[src/rtl/uart_phy_cfg.sv]
// Runtime-configurable UART PHY: shared 16x baud tick, majority-vote RX with
// parity/framing/break detection, and a valid/ready TX for 5-8 data bits.
module uart_phy_cfg #(
    parameter int CLK_FREQ = 100_000_000,
    parameter int DIV_W    = 16
) (
    input  logic             clk_i,
    input  logic             rst_ni,
    input  logic [DIV_W-1:0] cfg_div_i,
    input  logic [1:0]       cfg_data_bits_i,
    input  logic [1:0]       cfg_parity_i,
    input  logic             cfg_stop2_i,
    input  logic             rx_i,
    output logic [7:0]       rx_data_o,
    output logic             rx_valid_o,
    output logic             rx_parity_err_o,
    output logic             rx_frame_err_o,
    output logic             rx_break_o,
    input  logic [7:0]       tx_data_i,
    input  logic             tx_valid_i,
    output logic             tx_ready_o,
    output logic             tx_o,
    output logic             tx_done_o
);

    if (CLK_FREQ < 1) begin : g_bad_clk_freq
        $error("uart_phy_cfg: CLK_FREQ must be positive");
    end

    // ---------------- baud generator ----------------
    logic [DIV_W-1:0] div_q;
    logic [DIV_W-1:0] baud_cnt;
    logic             div_chg;
    logic             tick;

    assign div_chg = (cfg_div_i != div_q);
    assign tick    = !div_chg && (baud_cnt == div_q);

    // NOTE: sequential state uses <= so every flop samples pre-edge values.
    always_ff @(posedge clk_i or negedge rst_ni) begin
        if (!rst_ni) begin
            div_q    <= '0;
            baud_cnt <= '0;
        end else if (div_chg) begin
            div_q    <= cfg_div_i;
            baud_cnt <= '0;
        end else if (tick) begin
            baud_cnt <= '0;
        end else begin
            baud_cnt <= baud_cnt + 1'b1;
        end
    end

    // ---------------- receiver ----------------
    typedef enum logic [2:0] {
        RX_IDLE, RX_START, RX_DATA, RX_PARITY, RX_STOP, RX_WAIT_HIGH
    } rx_state_e;

    rx_state_e  rx_state_q, rx_state_d;
    logic       rx_meta, rx_s, rx_prev;
    logic [3:0] rx_tcnt;
    logic [2:0] rx_bit;
    logic [1:0] rx_smp;
    logic [7:0] rx_shift;
    logic       rx_par_bit;
    logic [1:0] rx_nbits_q;
    logic [1:0] rx_par_q;
    logic       rx_fall, rx_mid, rx_end, rx_last, rx_par_en, rx_bit_val;

    assign rx_fall    = rx_prev && !rx_s;
    assign rx_mid     = tick && (rx_tcnt == 4'd9);
    assign rx_end     = tick && (rx_tcnt == 4'd15);
    assign rx_last    = (rx_bit == ({1'b0, rx_nbits_q} + 3'd4));
    assign rx_par_en  = ^rx_par_q;
    assign rx_bit_val = (rx_smp[0] & rx_smp[1]) | (rx_smp[0] & rx_s) | (rx_smp[1] & rx_s);

    always_ff @(posedge clk_i or negedge rst_ni) begin
        if (!rst_ni) rx_state_q <= RX_IDLE;
        else         rx_state_q <= rx_state_d;
    end

    // NOTE: next-state defaults to the current state first, so no latch is inferred.
    always_comb begin
        rx_state_d = rx_state_q;
        case (rx_state_q)
            RX_IDLE:      if (rx_fall) rx_state_d = RX_START;
            RX_START:     if (rx_mid && rx_bit_val) rx_state_d = RX_IDLE;
                          else if (rx_end)          rx_state_d = RX_DATA;
            RX_DATA:      if (rx_end && rx_last) rx_state_d = rx_par_en ? RX_PARITY : RX_STOP;
            RX_PARITY:    if (rx_end) rx_state_d = RX_STOP;
            RX_STOP:      if (rx_mid) rx_state_d = rx_bit_val ? RX_IDLE : RX_WAIT_HIGH;
            RX_WAIT_HIGH: if (rx_s) rx_state_d = RX_IDLE;
            default:      rx_state_d = RX_IDLE;
        endcase
    end

    // NOTE: every datapath flop is reset, including rx_data_o, so outputs are defined from reset.
    always_ff @(posedge clk_i or negedge rst_ni) begin
        if (!rst_ni) begin
            {rx_meta, rx_s, rx_prev} <= 3'b111;
            rx_tcnt         <= '0;
            rx_bit          <= '0;
            rx_smp          <= '0;
            rx_shift        <= '0;
            rx_par_bit      <= 1'b0;
            rx_nbits_q      <= '0;
            rx_par_q        <= '0;
            rx_data_o       <= '0;
            rx_valid_o      <= 1'b0;
            rx_parity_err_o <= 1'b0;
            rx_frame_err_o  <= 1'b0;
            rx_break_o      <= 1'b0;
        end else begin
            {rx_meta, rx_s, rx_prev} <= {rx_i, rx_meta, rx_s};
            rx_valid_o      <= 1'b0;
            rx_parity_err_o <= 1'b0;
            rx_frame_err_o  <= 1'b0;
            rx_break_o      <= 1'b0;
            rx_tcnt <= (rx_state_q == RX_IDLE) ? 4'd0 : rx_tcnt + {3'd0, tick};
            if (tick && rx_tcnt == 4'd7) rx_smp[0] <= rx_s;
            if (tick && rx_tcnt == 4'd8) rx_smp[1] <= rx_s;
            case (rx_state_q)
                RX_IDLE: if (rx_fall) begin
                    rx_bit     <= '0;
                    rx_shift   <= '0;
                    rx_par_bit <= 1'b0;
                    rx_nbits_q <= cfg_data_bits_i;
                    rx_par_q   <= cfg_parity_i;
                end
                RX_DATA: begin
                    if (rx_mid) rx_shift[rx_bit] <= rx_bit_val;
                    if (rx_end) rx_bit <= rx_bit + 3'd1;
                end
                RX_PARITY: if (rx_mid) rx_par_bit <= rx_bit_val;
                RX_STOP: if (rx_mid) begin
                    rx_valid_o      <= 1'b1;
                    rx_data_o       <= rx_shift;
                    rx_parity_err_o <= rx_par_en && (^rx_shift ^ rx_par_bit ^ rx_par_q[1]);
                    rx_frame_err_o  <= !rx_bit_val;
                    rx_break_o      <= !rx_bit_val && (rx_shift == 8'h00) && !rx_par_bit;
                end
                default: ;
            endcase
        end
    end

    // ---------------- transmitter ----------------
    typedef enum logic [2:0] {
        TX_IDLE, TX_START, TX_DATA, TX_PARITY, TX_STOP
    } tx_state_e;

    tx_state_e  tx_state_q, tx_state_d;
    logic [3:0] tx_tcnt;
    logic [2:0] tx_bit;
    logic [7:0] tx_shift;
    logic [7:0] tx_masked;
    logic [1:0] tx_nbits_q;
    logic       tx_par_en_q, tx_par_bit_q, tx_stop2_q, tx_stop_idx;
    logic       tx_end, tx_last;

    assign tx_ready_o = (tx_state_q == TX_IDLE);
    assign tx_end     = tick && (tx_tcnt == 4'd15);
    assign tx_last    = (tx_bit == ({1'b0, tx_nbits_q} + 3'd4));
    assign tx_masked  = tx_data_i & (8'hFF >> (2'd3 - cfg_data_bits_i));

    always_ff @(posedge clk_i or negedge rst_ni) begin
        if (!rst_ni) tx_state_q <= TX_IDLE;
        else         tx_state_q <= tx_state_d;
    end

    always_comb begin
        tx_state_d = tx_state_q;
        tx_done_o  = 1'b0;
        case (tx_state_q)
            TX_IDLE:   if (tx_valid_i) tx_state_d = TX_START;
            TX_START:  if (tx_end) tx_state_d = TX_DATA;
            TX_DATA:   if (tx_end && tx_last) tx_state_d = tx_par_en_q ? TX_PARITY : TX_STOP;
            TX_PARITY: if (tx_end) tx_state_d = TX_STOP;
            TX_STOP: if (tx_end && (tx_stop_idx || !tx_stop2_q)) begin
                tx_state_d = TX_IDLE;
                tx_done_o  = 1'b1;
            end
            default:   tx_state_d = TX_IDLE;
        endcase
    end

    // The line level for the next bit is registered on the tick that ends the current one.
    always_ff @(posedge clk_i or negedge rst_ni) begin
        if (!rst_ni) begin
            tx_o         <= 1'b1;
            tx_tcnt      <= '0;
            tx_bit       <= '0;
            tx_shift     <= '0;
            tx_nbits_q   <= '0;
            tx_par_en_q  <= 1'b0;
            tx_par_bit_q <= 1'b0;
            tx_stop2_q   <= 1'b0;
            tx_stop_idx  <= 1'b0;
        end else begin
            tx_tcnt <= (tx_state_q == TX_IDLE) ? 4'd0 : tx_tcnt + {3'd0, tick};
            case (tx_state_q)
                TX_IDLE: if (tx_valid_i) begin
                    tx_o         <= 1'b0;
                    tx_bit       <= '0;
                    tx_shift     <= tx_masked;
                    tx_nbits_q   <= cfg_data_bits_i;
                    tx_par_en_q  <= ^cfg_parity_i;
                    tx_par_bit_q <= ^tx_masked ^ cfg_parity_i[1];
                    tx_stop2_q   <= cfg_stop2_i;
                    tx_stop_idx  <= 1'b0;
                end
                TX_START: if (tx_end) tx_o <= tx_shift[0];
                TX_DATA: if (tx_end) begin
                    if (!tx_last) begin
                        tx_bit   <= tx_bit + 3'd1;
                        tx_shift <= tx_shift >> 1;
                        tx_o     <= tx_shift[1];
                    end else begin
                        tx_o <= tx_par_en_q ? tx_par_bit_q : 1'b1;
                    end
                end
                TX_PARITY: if (tx_end) tx_o <= 1'b1;
                TX_STOP:   if (tx_end) tx_stop_idx <= 1'b1;
                default: ;
            endcase
        end
    end

endmodule

[config.mk]
export PLATFORM = sky130hd
export DESIGN_NAME = uart_phy_cfg
export DESIGN_NICKNAME = d
export VERILOG_FILES = /design/src/rtl/uart_phy_cfg.sv
export SDC_FILE = /design/constraint.sdc
export NUM_CORES = 1
export LEC_CHECK = 0
export CAP_MARGIN = 10
export CORE_ASPECT_RATIO = 0.75
export CORE_MARGIN = 4
export CORE_UTILIZATION = 50
export CTS_BUF_LIST = sky130_fd_sc_hd__clkbuf_8
export DETAILED_ROUTE_END_ITERATION = 7
export HOLD_SLACK_MARGIN = 0.12
export PLACE_DENSITY = 0.85
export SLEW_MARGIN = 10
export SYNTH_ARGS = -nofsm -noshare
export SYNTH_HDL_FRONTEND = slang
export SYNTH_SLANG_ARGS = --single-unit
[constraint.sdc]
create_clock -name clk_i -period 2.1 [get_ports clk_i]
set_input_delay 0.21 -clock clk_i [delete_from_list [all_inputs] [get_ports clk_i]]
set_output_delay 0.21 -clock clk_i [all_outputs]
set_load 0.005 [all_outputs]
==> Word level (Yosys, flattened, before mapping) <==
Index checks and enable logic that the tools add are counted.
{ "word_totals": {"ff_bits": 97, "out_inout_bits": 15, "elab_cells": 187} }
{ "op_classes": {"add_sub_neg": 8, "magnitude_cmp": 2, "n_eq_ne": 35, "n_shift": 1, "muxes": 59, "bitwise": 9, "reduce_logical": 44} }
{ "ops": {"columns": ["cell", "n"], "rows": [
  ["2-to-1 mux 3 bit", 20],
  ["2-to-1 mux 8 bit", 5],
  ["2-to-1 mux 16 bit", 2],
  ["!= test 2 bit (second input constant)", 16],
  ["one-hot mux 8 bit (2 select lines)", 2],
  ["2-to-1 mux 1 bit", 19],
  ["one-hot mux 3 bit (6 select lines)", 1],
  ["adder 16 x 1 -> 16 bit (second input constant)", 1],
  ["== test 16 bit", 1],
  ["== test 4 bit (second input constant)", 4],
  ["!= test 16 bit", 1],
  ["parity 8 bit", 2],
  ["logical AND 1 bit", 15],
  ["one-hot mux 3 bit (5 select lines)", 1],
  ["== test 3 x 2 -> 1 bit (second input constant)", 4],
  ["one-hot mux 3 bit (2 select lines)", 2],
  ["AND reduction 3 bit", 4],
  ["AND reduction 5 bit", 2],
  ["== test 3 bit (second input constant)", 3],
  ["adder 4 x 1 -> 4 bit", 2],
  ["AND 8 bit", 1],
  ["bitwise mux 8 bit", 1],
  ["zero test 8 bit", 1],
  ["2-to-1 mux 4 bit", 2],
  ["other kinds (25)", 46]
]} }

==> Logic depth before layout (Yosys ltp) <==
{ "depth": {"ltp_word": 8, "mapped_depth": 8, "ltp_nobuf": 8} }

==> Least setup slack after synthesis <==
No wires, ideal clock.
{ "synth_timing": {"kind": "register to register", "from": "register rx_state_q[0]", "to": "register rx_shift[2]", "setup_time_ns": 0.132, "t_arrival_ns": 1.994, "t_required_ns": 1.968, "slack_ns": -0.025, "path_stages_with_launch": 7, "n_path_buf": 2, "period_less_slack_ns": 2.125, "path_cell_list": "dfrtp_1 buf_2 or3b_2 buf_2 or4b_2 o211ai_1 o31ai_1"} }
{ "synth_via": {"elab_chain_cells": 3, "word_cells_on_any_way": 7, "classes_between": "eq/ne: 3; mux: 1; reduce/logical: 3"} }
{ "synth_rtl": {"columns": ["element", "line", "source"], "rows": [
  ["from (decl)", "59", "rx_state_e rx_state_q, rx_state_d;"],
  ["from (signal assigned)", "79", "else rx_state_q <= rx_state_d;"],
  ["== test 3 x 2 -> 1 bit or zero test 3 bit (tied branches)", "122", "case (rx_state_q)"],
  ["!= test 2 bit (no source line) or nonzero test 2 bit (tied branches)", null, null],
  ["AND reduction 3 bit (no source line)", null, null],
  ["to (signal, indexed assignment)", "131", "if (rx_mid) rx_shift[rx_bit] <= rx_bit_val;"],
  ["to (decl)", "64", "logic [7:0] rx_shift;"]
]} }
Several ways; a longest one is shown, not always the timed one.
A chain may end at the register's enable or synchronous reset.

==> Final worst setup path <==
{ "layout_timing": {"from": "register div_q[11]", "to": "register rx_shift[7]"} }
{ "layout_via": {"elab_chain_cells": 6, "word_cells_on_any_way": 7, "classes_between": "eq/ne: 3; reduce/logical: 4"} }
{ "layout_rtl": {"columns": ["element", "line", "source"], "rows": [
  ["from (decl)", "31", "logic [DIV_W-1:0] div_q;"],
  ["from (signal assigned)", "45", "div_q <= cfg_div_i;"],
  ["!= test 16 bit", "36", "assign div_chg = (cfg_div_i != div_q);"],
  ["zero test 1 bit", "37", "assign tick = !div_chg && (baud_cnt == div_q);"],
  ["logical AND 1 bit (*)", "37", null],
  ["logical AND 1 bit (*)", "71", "assign rx_mid = tick && (rx_tcnt == 4'd9);"],
  ["!= test 2 bit (no source line) (*)", null, null],
  ["AND reduction 3 bit (no source line) (*)", null, null]
]} }
Every way passes the cells marked *; elsewhere a longest branch is shown, timed or not.

==> qor.txt <==
Initial DRC count: 265
Initial core utilization: 51.4%
CTS sink cnt: 97
Worst skew pair latency: 0.37 ns
Row count: 31
Final min period: 2.36 ns
Post-synthesis cell count: 475
Final setup fails: 46
RSZ-0062 raised after global routing: yes
Final Skew: 0.0160 ns
Maximum vdd drop: 0.285 mV
Crit. End Element: register
EDFF count, synth: 0
Vias in the first global route: 3833
Hold depth: 1
Net Count, Synth: 519
Fmax: 0.424 GHz
Metal-1 WL: 5.05 mm
Failing checks: setup timing
Mapped Area: 4980 sq um
Max-cap violations: 0
Final Cycle Share: 112%
Pin count of the biggest net entering global routing: 44
Total CTS buffers: 9
Wire per inst: 16.0 microns
CP max FO: 8
Met2 Wirelength: 5.28 mm
Die W: 123 microns
Worst-margin pin slew: 0.495 ns
GRT Total Usage: 20.0%
Routed wire length: 11.1 mm
FF+latch count, synth: 97
Share of the synthesized area in the top cell type: 46.7%
Hold Fails Final Rpt: 0
Number of I/O port buffers: 47
DP HPWL: 7.49 mm
Dpl cells: 667
N_diodes: 0
Top-count cell post-synth: dfrtp_1
Synth warn: 0
Ys async rst share: 100%
Hold Worst Slack: 0.263 ns
P per Cell Area: 614 nW/um^2
CP Launch Type: register
Clk slew on worst S/H paths: 0.10 ns
Vias per cell: 5.45
Top cells by count, synth: dfrtp_1 (93), xor2_1 (47), nand2_1 (41)
Fin cells: 694
Max transition margin: 66.7%
Post-route ant nets: 0
Final core occ: 65.9%
P_leak: 2.77 nW
Ys flop type: dfrtp_1
Top area cells in the synthesized netlist: dfrtp_1 (47%), xor2_1 (8.3%), mux2_2 (4.7%)
Die ar.: 11600 sq um
Sequential area share after synthesis: 48.8%
Drt first pass iters: 4
Area grow syn2layout: 28.3%
DR DRC count: 0
CTS tree: done
DIE HEIGHT: 94.4 microns
Outcome: finished, violations left
Initial antenna violation count: 0
R2R cell count: 8
I/O pin total: 48
Avg Inst Size Synth: 10.5 sq um
Grt ovf: 0
Final net count: 601
Leading area contributor after synthesis: dfrtp_1
First-pass GRT wire length: 18.5 mm
Critical path arrival: 2.65 ns
Vias: 3783
Placed inst area: 5850 sq um
Hold crit path type: in2reg
Core ar.: 9700 sq um
Tot Pwr: 3.92 mW
Fin. max-slew vios: 0
CTS H-tree lvls: 3
CTS root buf: clkbuf_8
Setup ws final: -0.261 ns
Setup CP Type: reg2reg
Final instance area: 6390 sq um
Critical Path RT: 2.39 ns
Clk buf depth: 2
Post-synth cell types: 54
Layout cell share with drive strength beyond 1: 25.3%
Wire length on met3: 546 microns
Final GP Congestion: 0.906
Highest metal used: met4
-- report_power, final --
| group | switching [mW] | leakage [nW] | total (mW) | internal, mW |
|---|---|---|---|---|
| registers | 0.0982 | 1.26 | 2.10 | 2.00 |
| logic | 0.322 | 1.43 | 0.660 | 0.338 |
| clock network | 0.667 | 0.0842 | 1.17 | 0.499 |
| total | 1.09 | 2.77 | 3.92 | 2.84 |
-- state kept, by name, indices dropped and copies added, names as in the netlist, 2 cells and up --
| signal | flops |
|---|---|
| baud_cnt | 16 |
| div_q | 16 |
| rx_data_o | 8 |
| rx_shift | 8 |
| tx_shift | 8 |
| rx_tcnt | 4 |
| tx_tcnt | 4 |
| rx_bit | 3 |
| rx_state_q | 3 |
| tx_bit | 3 |
| tx_state_q | 3 |
| rx_nbits_q | 2 |
| rx_par_q | 2 |
| rx_smp | 2 |
| tx_nbits_q | 2 |
-- layer usage --
metal	up-vias	track usage [%]
met3	17	4.55
met4	0	5.62
met5	-	0
li1	1781	-
met2	106	30.9
met1	1879	28.3
-- worst paths after layout --
| kind | start | to | slack, ns |
|---|---|---|---|
| setup / recovery | div_q[11]$_DFFE_PN0N_ | rx_shift[7]$_DFFE_PN0P_ | -0.26 |
| hold / removal | rx_i | rx_meta$_DFF_PN1_ | 0.26 |
| setup reg to reg | div_q[11]$_DFFE_PN0N_ | rx_shift[7]$_DFFE_PN0P_ | -0.26 |
| hold reg to reg | rx_meta$_DFF_PN1_ | rx_s$_DFF_PN1_ | 0.36 |
| max in group asynchronous | rst_ni | div_q[4]$_DFFE_PN0N_ | 1.13 |
| min in group asynchronous | rst_ni | div_q[0]$_DFFE_PN0N_ | 0.30 |
-- area by class of cell --
| class | instances | area (sq um) |
|---|---|---|
| Clock buffer | 11 | 151 |
| Clock inverter | 5 | 38.8 |
| Fill cell | 703 | 3310 |
| Inverter | 24 | 90.1 |
| Multi-Input combinational cell | 323 | 2590 |
| Sequential cell | 97 | 2430 |
| Tap cell | 132 | 165 |
| Timing Repair Buffer | 102 | 920 |
-- metrics by stage --
stage | TNS, ns | worst slack [ns]
finish | -7.80 | -0.261
global route | -12.74 | -0.363
CTS | -6.70 | -0.259
detailed placement | -22.62 | -0.599
global placement | -17.90 | -0.515
floorplan | -0.0109 | -0.0109
-- what timing repair did --
action	in CTS	in global routing
endpoints found under the hold margin	30	0
cloned	2	0
buffers inserted	6	4
gates resized for setup	30	19
pin swaps	6	5
hold buffers	1	0
setup endpoints to repair	47	57
-- cells by family (layout without fill, tap and decap cells) --
kind of cell | Yosys count | in the layout | share of synthesized area (%)
flip-flops | 97 | 97 | 48.8
AO/OA/AOI/OAI | 47 | 47 | 6.41
adder cells (fa/ha/maj) | 11 | 11 | 2.76
buffers and inverters | 57 | 142 | 4.77
AND/OR/NAND/NOR | 159 | 161 | 16.9
XOR/XNOR | 67 | 67 | 11.8
multiplexers | 37 | 37 | 8.57
-- layout by cell type (no fill, tap or decap), types with 7 or more instances in the layout --
cell type / instances
inv_1: 24
mux2i_1: 10
nand2_1: 41
buf_4: 51
xor2_1: 46
dfrtp_1: 93
nand3_1: 18
nor2_1: 38
clkdlybuf4s50_1: 45
mux2_2: 20
clkbuf_8: 11
mux2_4: 7
xnor2_1: 19
o21ai_0: 17
ha_1: 8
nor4_2: 8
-- critical path, stage by stage (launching register included) --
cell and delay (ns):
dfrtp_1 0.42, xor2_1 0.15, nor4_1 0.40, and4_4 0.29, buf_4 0.19, nand3_4 0.12
buf_4 0.17, nor4_2 0.30, mux2i_1 0.24
Note: power is estimated with default switching activity, not from simulation.
